===== config.mk =====
export PLATFORM = sky130hd
export DESIGN_NAME = turbo_control
export DESIGN_NICKNAME = d
export VERILOG_FILES = /design/src/rtl/turbo_control.sv
export SDC_FILE = /design/constraint.sdc
export NUM_CORES = 1
export LEC_CHECK = 0
export CAP_MARGIN = 30
export CORE_ASPECT_RATIO = 2
export CORE_UTILIZATION = 45
export DETAILED_ROUTE_END_ITERATION = 12
export GPL_ROUTABILITY_DRIVEN = 0
export RECOVER_POWER = 25
export SYNTH_ARGS = -nofsm -noshare
export SYNTH_HDL_FRONTEND = slang
export SYNTH_SLANG_ARGS = --single-unit

===== constraint.sdc =====
create_clock -name clk -period 2.7 [get_ports clk]
set_input_delay 0.54 -clock clk [delete_from_list [all_inputs] [get_ports clk]]
set_output_delay 0.54 -clock clk [all_outputs]
set_load 0.02 [all_outputs]

===== src/rtl/turbo_control.sv =====
// turbo_control: turbo-mode generator driven by consecutive paddle hits or a debounced button
//   clk, reset_n           : clock, asynchronous active-low reset
//   frame_tick             : one pulse per video frame
//   paddle_hit, ball_lost  : game event pulses
//   turbo_btn              : raw asynchronous push button
//   turbo, turbo_start     : turbo level and its one-clock rising pulse
//   frames_left, hit_count : remaining phase frames, consecutive-hit count
module turbo_control #(
   parameter int HIT_THRESHOLD   = 4,
   parameter int TURBO_FRAMES    = 300,
   parameter int COOLDOWN_FRAMES = 120,
   parameter int DEBOUNCE_CYCLES = 250000
) (
   input  logic       clk,
   input  logic       reset_n,
   input  logic       frame_tick,
   input  logic       paddle_hit,
   input  logic       ball_lost,
   input  logic       turbo_btn,
   output logic       turbo,
   output logic       turbo_start,
   output logic [9:0] frames_left,
   output logic [3:0] hit_count
);
   typedef enum logic [1:0] {IDLE, ACTIVE, COOLDOWN} state_t;
   state_t      state_q;
   logic        sync1_q, sync2_q, deb_q, deb_d1_q, btn_req_q;
   logic [19:0] deb_cnt_q;
   logic        turbo_q, turbo_start_q;
   logic [9:0]  frames_q;
   logic [3:0]  hit_q;
   logic        deb_flip, hit_trig;
   // the debounced level follows only after DEBOUNCE_CYCLES consecutive differing samples
   assign deb_flip = (sync2_q != deb_q) && (deb_cnt_q == 20'(DEBOUNCE_CYCLES - 1));
   assign hit_trig = paddle_hit && !ball_lost && (hit_q == 4'(HIT_THRESHOLD - 1));
   assign turbo       = turbo_q;
   assign turbo_start = turbo_start_q;
   assign frames_left = frames_q;
   assign hit_count   = hit_q;
   always_ff @(posedge clk or negedge reset_n) begin
      if (!reset_n) begin
         sync1_q   <= 1'b0;
         sync2_q   <= 1'b0;
         deb_q     <= 1'b0;
         deb_d1_q  <= 1'b0;
         btn_req_q <= 1'b0;
         deb_cnt_q <= '0;
      end else begin
         sync1_q   <= turbo_btn;
         sync2_q   <= sync1_q;
         deb_cnt_q <= (sync2_q == deb_q || deb_flip) ? '0 : deb_cnt_q + 20'd1;
         if (deb_flip) deb_q <= sync2_q;
         deb_d1_q  <= deb_q;
         btn_req_q <= deb_q && !deb_d1_q;
      end
   end
   always_ff @(posedge clk or negedge reset_n) begin
      if (!reset_n) begin
         state_q       <= IDLE;
         turbo_q       <= 1'b0;
         turbo_start_q <= 1'b0;
         frames_q      <= '0;
         hit_q         <= '0;
      end else begin
         turbo_start_q <= 1'b0;
         case (state_q)
            IDLE: begin
               if (hit_trig || btn_req_q) begin
                  state_q       <= ACTIVE;
                  turbo_q       <= 1'b1;
                  turbo_start_q <= 1'b1;
                  frames_q      <= 10'(TURBO_FRAMES);
                  hit_q         <= '0;
               end else if (ball_lost) begin
                  hit_q <= '0;
               end else if (paddle_hit) begin
                  hit_q <= hit_q + 4'd1;
               end
            end
            ACTIVE: begin
               if (ball_lost || (frame_tick && frames_q <= 10'd1)) begin
                  state_q  <= COOLDOWN;
                  turbo_q  <= 1'b0;
                  frames_q <= 10'(COOLDOWN_FRAMES);
               end else if (frame_tick) begin
                  frames_q <= frames_q - 10'd1;
               end
            end
            COOLDOWN: begin
               if (frame_tick && frames_q <= 10'd1) begin
                  state_q  <= IDLE;
                  frames_q <= '0;
               end else if (frame_tick) begin
                  frames_q <= frames_q - 10'd1;
               end
            end
            default: begin
               state_q  <= IDLE;
               turbo_q  <= 1'b0;
               frames_q <= '0;
               hit_q    <= '0;
            end
         endcase
      end
   end
endmodule

==> key figures, run 1 <==
CTS
  – Reg clk slew, reported paths: 0.08 ns
  – H-tree depth: 2
  – Skew-Pair Late Insertion Delay: 0.29 ns
  – Clk root buf: clkbuf_8
  – TritonCTS clock tree: built
  – CTS Buf Count: 5
  – Number of gates resized after cts: 0
  – Post-CTS setup buffers: 0
  – Clock Path Buffers: 2
  – Clk sinks: 43
  – Hold-fix buffers at CTS: 0

Route
  – Vias/cell: 6.19
  – DR pass1 iterations: 4
  – Routed via count: 2087
  – Post-Route WL: 6.00 mm
  – Iter 0 DRT Violations: 53
  – DRC violations left: 0
  – Post-DRT Antenna Nets: 0
  – Drt wl/cell: 17.8 um

Synth
  – Post-Syn Instances: 252
  – Synth top area share: 44.7%
  – Most common cell in the netlist: dfrtp_1
  – Synthesized cell area: 2410 um^2
  – Yosys top cell by area: dfrtp_1
  – Ys flop type: dfrtp_1
  – Sequential area share after synthesis: 44.7%
  – Post-synth top cells: dfrtp_1 (43), nor2_1 (21), nand2_1 (15)
  – #FFs+latches synth: 43
  – Synth top area cells: dfrtp_1 (45%), ha_1 (4.2%), nor2_1 (3.3%), xor2_1 (2.9%), nand4_1 (2.9%)
  – Post-synthesis async set-or-reset flop share: 100%
  – Ys Warns: 0
  – Net Count, Synth: 266
  – EDFF count, synth: 0
  – Post-synthesis cell type count: 53
  – Mean post-synth cell area: 9.55 um^2

Power
  – Power Density: 805 nW/um^2
  – Peak supply drop: 0.000440 V
  – P_leak: 1.19 nW

Finish
  – Inserted Diodes: 0
  – Layout Area Growth over Synthesis: 15.7%
  – Share of layout cells above drive strength 1: 7.89%
  – Layout Cells excl Fill: 337
  – Nets: 292

Status
  – Status: finished, final reports clean

Place
  – DPL Wire Length: 4.50 mm
  – Port bufs: 21
  – Dpl cells: 329

Timing
  – Tightest Pin Transition: 1.06 ns
  – Fmax: 460 MHz
  – Max-slew violations: 0
  – Final Setup Violations: 0
  – Final min period: 2.17 ns
  – Relative slew margins: 29.2%
  – Setup TNS: 0 ns
  – RSZ-0062 raised after global routing: no
  – Fin crit share: 80.5%
  – Final Hold Viols: 0
  – Clock Skew: 0.00701 ns

Hold path
  – Hold_sp: sync1_q$_DFF_PN0_
  – Worst Hold Endpoint: sync2_q$_DFF_PN0_
  – Hold crit path type: flop to flop
  – Hold path cells: 0

Setup path
  – Reg-to-reg critical path endpoint: frames_left[1]$_DFFE_PN0P_
  – Critical Path RT: 2.89 ns
  – Critical path class: input pin to flop
  – Arr. time, crit path: 2.36 ns
  – FF-to-FF setup slack: 0.59 ns
  – Crit-path max FO: 5
  – Setup crit end kind: flop
  – FF-to-FF Start: frames_left[1]$_DFFE_PN0P_
  – R2r worst-path depth: 7
  – Startpoint Class: input pin

Floorplanning
  – Ports: 22
  – Die W: 53.7 um
  – Row cnt: 37
  – Die height: 105 um
  – Initial Util: 46.8%
  – Core area: 5140 um^2
  – Die Area: 5660 um^2

Global route
  – Gr ovfl total: 0
  – Total GRT Usage: 23.6%
  – Vias in the first global route: 2073
  – Initial antenna violation count: 0
  – Largest net degree at the start of global routing: 44
  – First-pass GRT wire length: 9.57 mm

Job
  – Max-Cap Viols: 0
==> power by group <==
group / internal [mW] / switching [mW]
Combinational: 0.427 / 0.590
Sequential: 0.722 / 0.110
Clock: 0.182 / 0.210
==> routing by layer <==
metal | GRT usage, % | share of wire [%] | routed length, um
met1 | 21.6 | 35 | 2080
met2 | 44.0 | 58 | 3470
met3 | 2.74 | 2.1 | 129
met4 | 15.0 | 5.4 | 326
met5 | 0 | 0 | 0
==> worst max-delay path, stage by stage <==
cell and delay (ns):
clkdlybuf4s50_1 0.53, or3b_2 0.49, o41a_1 0.42, a21o_1 0.19, a32o_1 0.19
==> flip-flops by register name (all words and copies together) (netlist names) <==
register / flops
deb_cnt_q: 20
frames_left: 10
hit_count: 4
state_q: 2
btn_req_q: 1
deb_d1_q: 1
deb_q: 1
sync1_q: 1
sync2_q: 1
turbo: 1
turbo_start: 1
==> worst max path at each step <==
stage / startpoint / to / cells past startpoint
global route: state_q[1]$_DFFE_PN0P_ / frames_left[3]$_DFFE_PN0P_ / 6
CTS: frame_tick / frames_left[6]$_DFFE_PN0P_ / 5
global placement: frame_tick / frames_left[6]$_DFFE_PN0P_ / 5
detailed placement: frame_tick / frames_left[6]$_DFFE_PN0P_ / 5
finish: frame_tick / frames_left[6]$_DFFE_PN0P_ / 5
floorplan: frames_left[1]$_DFFE_PN0P_ / frames_left[4]$_DFFE_PN0P_ / 7
==> cells by family after synthesis <==
logic type                 Yosys count  share of synthesized area, %
xor gates and xnor gates            13                          4.73
DFF                                 43                          44.7
and+or+nand+nor                     99                          22.7
adders and majority gates            8                          4.16
muxes                                3                          1.30
AOI/OAI and AO/OA                   64                          19.0
buffers and inverters               22                          3.48
==> metrics by stage <==
stage / util [%] / cell area (um^2) / hold slack, ns / power, mW / worst slack (ns)
6_report: 54.2 / 2790 / 0.352 / 2.24 / 0.527
5_1_grt: 54.2 / 2790 / 0.356 / 2.38 / 0.412
4_1_cts: 54.2 / 2790 / 0.326 / 2.26 / 0.537
3_5_place_dp: 52.7 / 2710 / 0.335 / 1.85 / 0.223
3_3_place_gp: 52.7 / 2710 / 0.332 / 1.86 / 0.236
2_1_floorplan: - / 2410 / 0.244 / 1.48 / 0.725
==> layout by cell type, fill, tap and decap left out, types with 8 or more instances in the layout <==
| master | Yosys | routed |
|---|---|---|
| xor2_1 | 8 | 8 |
| clkdlybuf4s50_1 | 0 | 19 |
| a21oi_1 | 13 | 13 |
| nand3_1 | 9 | 9 |
| inv_1 | 12 | 12 |
| ha_1 | 8 | 8 |
| nor2_1 | 21 | 21 |
| nand4_1 | 11 | 11 |
| dfrtp_1 | 43 | 43 |
| nand2_1 | 15 | 15 |
==> final cells by class <==
type,instances,area (um^2)
inverters,12,45.0
repair buffers,29,263
clock buffers,7,76.3
clock inverters,1,5.00
well taps,58,72.6
fillers,481,2350
flip-flops and latches,43,1080
multi-input cells,187,1250
(Power assumes the default switching activity.)
==> run 2, diff against run 1 <==
--- a/config.mk
+++ b/config.mk
@@ -10,6 +10,7 @@
 export CORE_UTILIZATION = 45
 export DETAILED_ROUTE_END_ITERATION = 12
 export GPL_ROUTABILITY_DRIVEN = 0
+export PLACE_DENSITY = 0.67
 export RECOVER_POWER = 25
 export SYNTH_ARGS = -nofsm -noshare
 export SYNTH_HDL_FRONTEND = slang
==> constraint.sdc (replaced) <==
create_clock -name clk -period 1.77 [get_ports clk]
set_input_delay 0.354 -clock clk [delete_from_list [all_inputs] [get_ports clk]]
set_output_delay 0.354 -clock clk [all_outputs]
set_load 0.02 [all_outputs]
==> key figures, run 2 (synthesis results as in run 1) <==
Status
  – Status: finished, violations left (was finished, final reports clean)
  – Failing checks: setup timing

Hold path
  – Hold crit path type: flop to flop (unchanged)

Timing
  – Final Hold Viols: 0 (unchanged)
  – Final hold slack: 0.359 ns (was 0.352 ns)
  – Fmax: 521 MHz
  – Final Setup Violations: 4 (was 0)
  – Relative slew margins: 33.4% (was 29.2%)
  – Max-slew violations: 0 (unchanged)
  – Fin crit share: 108%
  – Clock Skew: 0.0153 ns (was 0.00701 ns)
  – Setup TNS: -0.295 ns (was 0 ns)
  – Tightest Pin Transition: 0.998 ns (was 1.06 ns)
  – PnR worst setup slack: -0.150 ns (was 0.527 ns)
  – Final min period: 1.92 ns
  – RSZ-0062 raised after global routing: yes (was no)

Global route
  – Initial antenna violation count: 0 (unchanged)
  – Vias in the first global route: 2373 (was 2073)
  – First-pass GRT wire length: 11.0 mm (was 9.57 mm)
  – Busiest layer in global routing: met2 (unchanged)
  – Largest net degree at the start of global routing: 28 (was 44)
  – GR Layer Usage met3: 4.47% (was 2.74%)
  – Gr ovfl total: 0 (unchanged)
  – GR Util met2: 47.1% (was 44.0%)
  – GR Util met1: 26.6% (was 21.6%)
  – Total GRT Usage: 26.8% (was 23.6%)

Power
  – Peak supply drop: 0.00112 V (was 0.000440 V)
  – Power Density: 1260 nW/um^2 (was 805 nW/um^2)
  – P_leak: 1.66 nW (was 1.19 nW)
  – Total power draw: 4.38 mW (was 2.24 mW)

Setup path
  – Critical Path RT: 1.97 ns (was 2.89 ns)
  – Crit-path max FO: 3 (was 5)
  – Startpoint Class: flop (was input pin)
  – CP bufs+invs: 0 (was 1)
  – CP delay by family, top: compound AO/OA/AOI/OAI gates (unchanged)
  – Worst-path cell chain: or4_4 -> o41a_1 -> a21o_1 -> a32o_2 (was clkdlybuf4s50_1 -> or3b_2 -> o41a_1 -> a21o_1 -> a32o_1)
  – Arr. time, crit path: 2.12 ns (was 2.36 ns)
  – Critical path class: flop to flop (was input pin to flop)
  – Critical Path Max Stage Delay: 0.58 ns (was 0.53 ns)
  – Setup crit end kind: flop (unchanged)
  – Critical-path top delay cell: or4_4 (was clkdlybuf4s50_1)

CTS
  – H-tree depth: 2 (unchanged)
  – TritonCTS clock tree: built (unchanged)
  – Clk sinks: 43 (unchanged)
  – Skew-Pair Late Insertion Delay: 0.30 ns (was 0.29 ns)
  – Reg clk slew, reported paths: 0.09 ns (was 0.08 ns)
  – Clock Path Buffers: 2 (unchanged)
  – Clk root buf: clkbuf_8 (unchanged)
  – CTS Buf Count: 5 (unchanged)

Floorplanning
  – Die Area: 5660 um^2 (unchanged)
  – Die W: 53.7 um (unchanged)
  – Initial Util: 46.8% (unchanged)
  – Die height: 105 um (unchanged)
  – Ports: 22 (unchanged)
  – Row cnt: 37 (unchanged)
  – Core area: 5140 um^2 (unchanged)

Route
  – Vias/cell: 6.13 (was 6.19)
  – Post-Route WL: 7.04 mm (was 6.00 mm)
  – Routed via count: 2423 (was 2087)
  – Post-DRT Antenna Nets: 0 (unchanged)
  – Drt wl/cell: 17.8 um (about the same)
  – DR pass1 iterations: 4 (unchanged)
  – Iter 0 DRT Violations: 71 (was 53)
  – DRC violations left: 0 (unchanged)

Place
  – Pre-CTS setup slack: -0.515 ns (was 0.223 ns)
  – Dpl cells: 378 (was 329)
  – Port bufs: 21 (unchanged)
  – Placed cell area: 3110 um^2 (was 2710 um^2)
  – DPL Wire Length: 5.01 mm (was 4.50 mm)

Finish
  – Layout Area Growth over Synthesis: 44.2% (was 15.7%)
  – Final core occ: 67.6% (was 54.2%)
  – Layout fillers: 408 (was 481)
  – Commonest non-fill, non-tap cell in the layout: buf_4 (was dfrtp_1)
  – Share of layout cells above drive strength 1: 33.8% (was 7.89%)
  – Nets: 350 (was 292)
  – Inserted Diodes: 0 (unchanged)
  – Top reg by flops: deb_cnt_q (unchanged)
  – Largest register FFs: 20 (unchanged)
  – Layout Cells excl Fill: 395 (was 337)
  – Final Cell Area: 3470 um^2 (was 2790 um^2)
  – Most frequent cells in the layout: buf_4 (57), dfrtp_1 (38), nor2_1 (21) (was dfrtp_1 (43), nor2_1 (21), clkdlybuf4s50_1 (19))

Job
  – Max-Cap Viols: 0 (unchanged)
[run 2: cell count changes in the layout (fill, tap and decap cells not counted), moves of 6 or more]
cell / delta
buf_4: +50
clkdlybuf4s50_1: -16
dlymetal6s2s_1: +9
dlygate4sd2_1: +7
buf_6: +6
ha_1: -6
[run 2: metal layers]
| metal | routed length (um) | up-vias | part of all wire (%) |
|---|---|---|---|
| met4 | 398 | 0 | 5.7 |
| met5 | 0 | - | 0 |
| met2 | 4040 | 82 | 57 |
| li1 | - | 1107 | - |
| met3 | 273 | 41 | 3.9 |
| met1 | 2330 | 1193 | 33 |
[run 2: worst paths after layout]
check                                      startpoint                         end  slack, ns  cells past startpoint
hold reg to reg                     sync1_q$_DFF_PN0_           sync2_q$_DFF_PN0_       0.36                      0
min in group asynchronous                     reset_n  frames_left[7]$_DFFE_PN0P_       0.72                      2
max in group asynchronous                     reset_n      deb_cnt_q[6]$_DFF_PN0_       0.26                      3
setup / recovery           frames_left[6]$_DFFE_PN0P_  frames_left[6]$_DFFE_PN0P_      -0.15                      4
setup reg to reg           frames_left[6]$_DFFE_PN0P_  frames_left[6]$_DFFE_PN0P_      -0.15                      4
hold / removal                      sync1_q$_DFF_PN0_           sync2_q$_DFF_PN0_       0.36                      0
[run 2: worst reg2reg max path, delay by kind of cell (launching register included)]
kind,cells,cell delay [ns]
DFF,1,0.42
and+or+nand+nor,1,0.58
AOI/OAI and AO/OA,3,0.81
[run 2: cell type report]
cell class	count	area (um^2)	share of cell area (%)
Clock buffer	7	76.3	2.20
Clock inverter	1	5.00	0.144
Inverter	12	45.0	1.30
Multi-Input combinational cell	187	1450	41.7
Sequential cell	43	1080	31.2
Tap cell	58	72.6	2.09
Timing Repair Buffer	87	743	21.4
[run 2: repair_timing]
| action | CTS | global route |
|---|---|---|
| cloned | 1 | 0 |
| buffers inserted | 1 | 6 |
| resized for setup | 15 | 48 |
| pin swaps | 6 | 12 |
| hold endpoints to repair | 12 | 0 |
| hold buffers | 1 | 0 |
| setup endpoints to repair | 13 | 24 |
[run 2: report_power, final]
part	switching (mW)	internal [mW]
Sequential	0.0764	1.11
Combinational	1.34	1.23
Clock	0.350	0.278
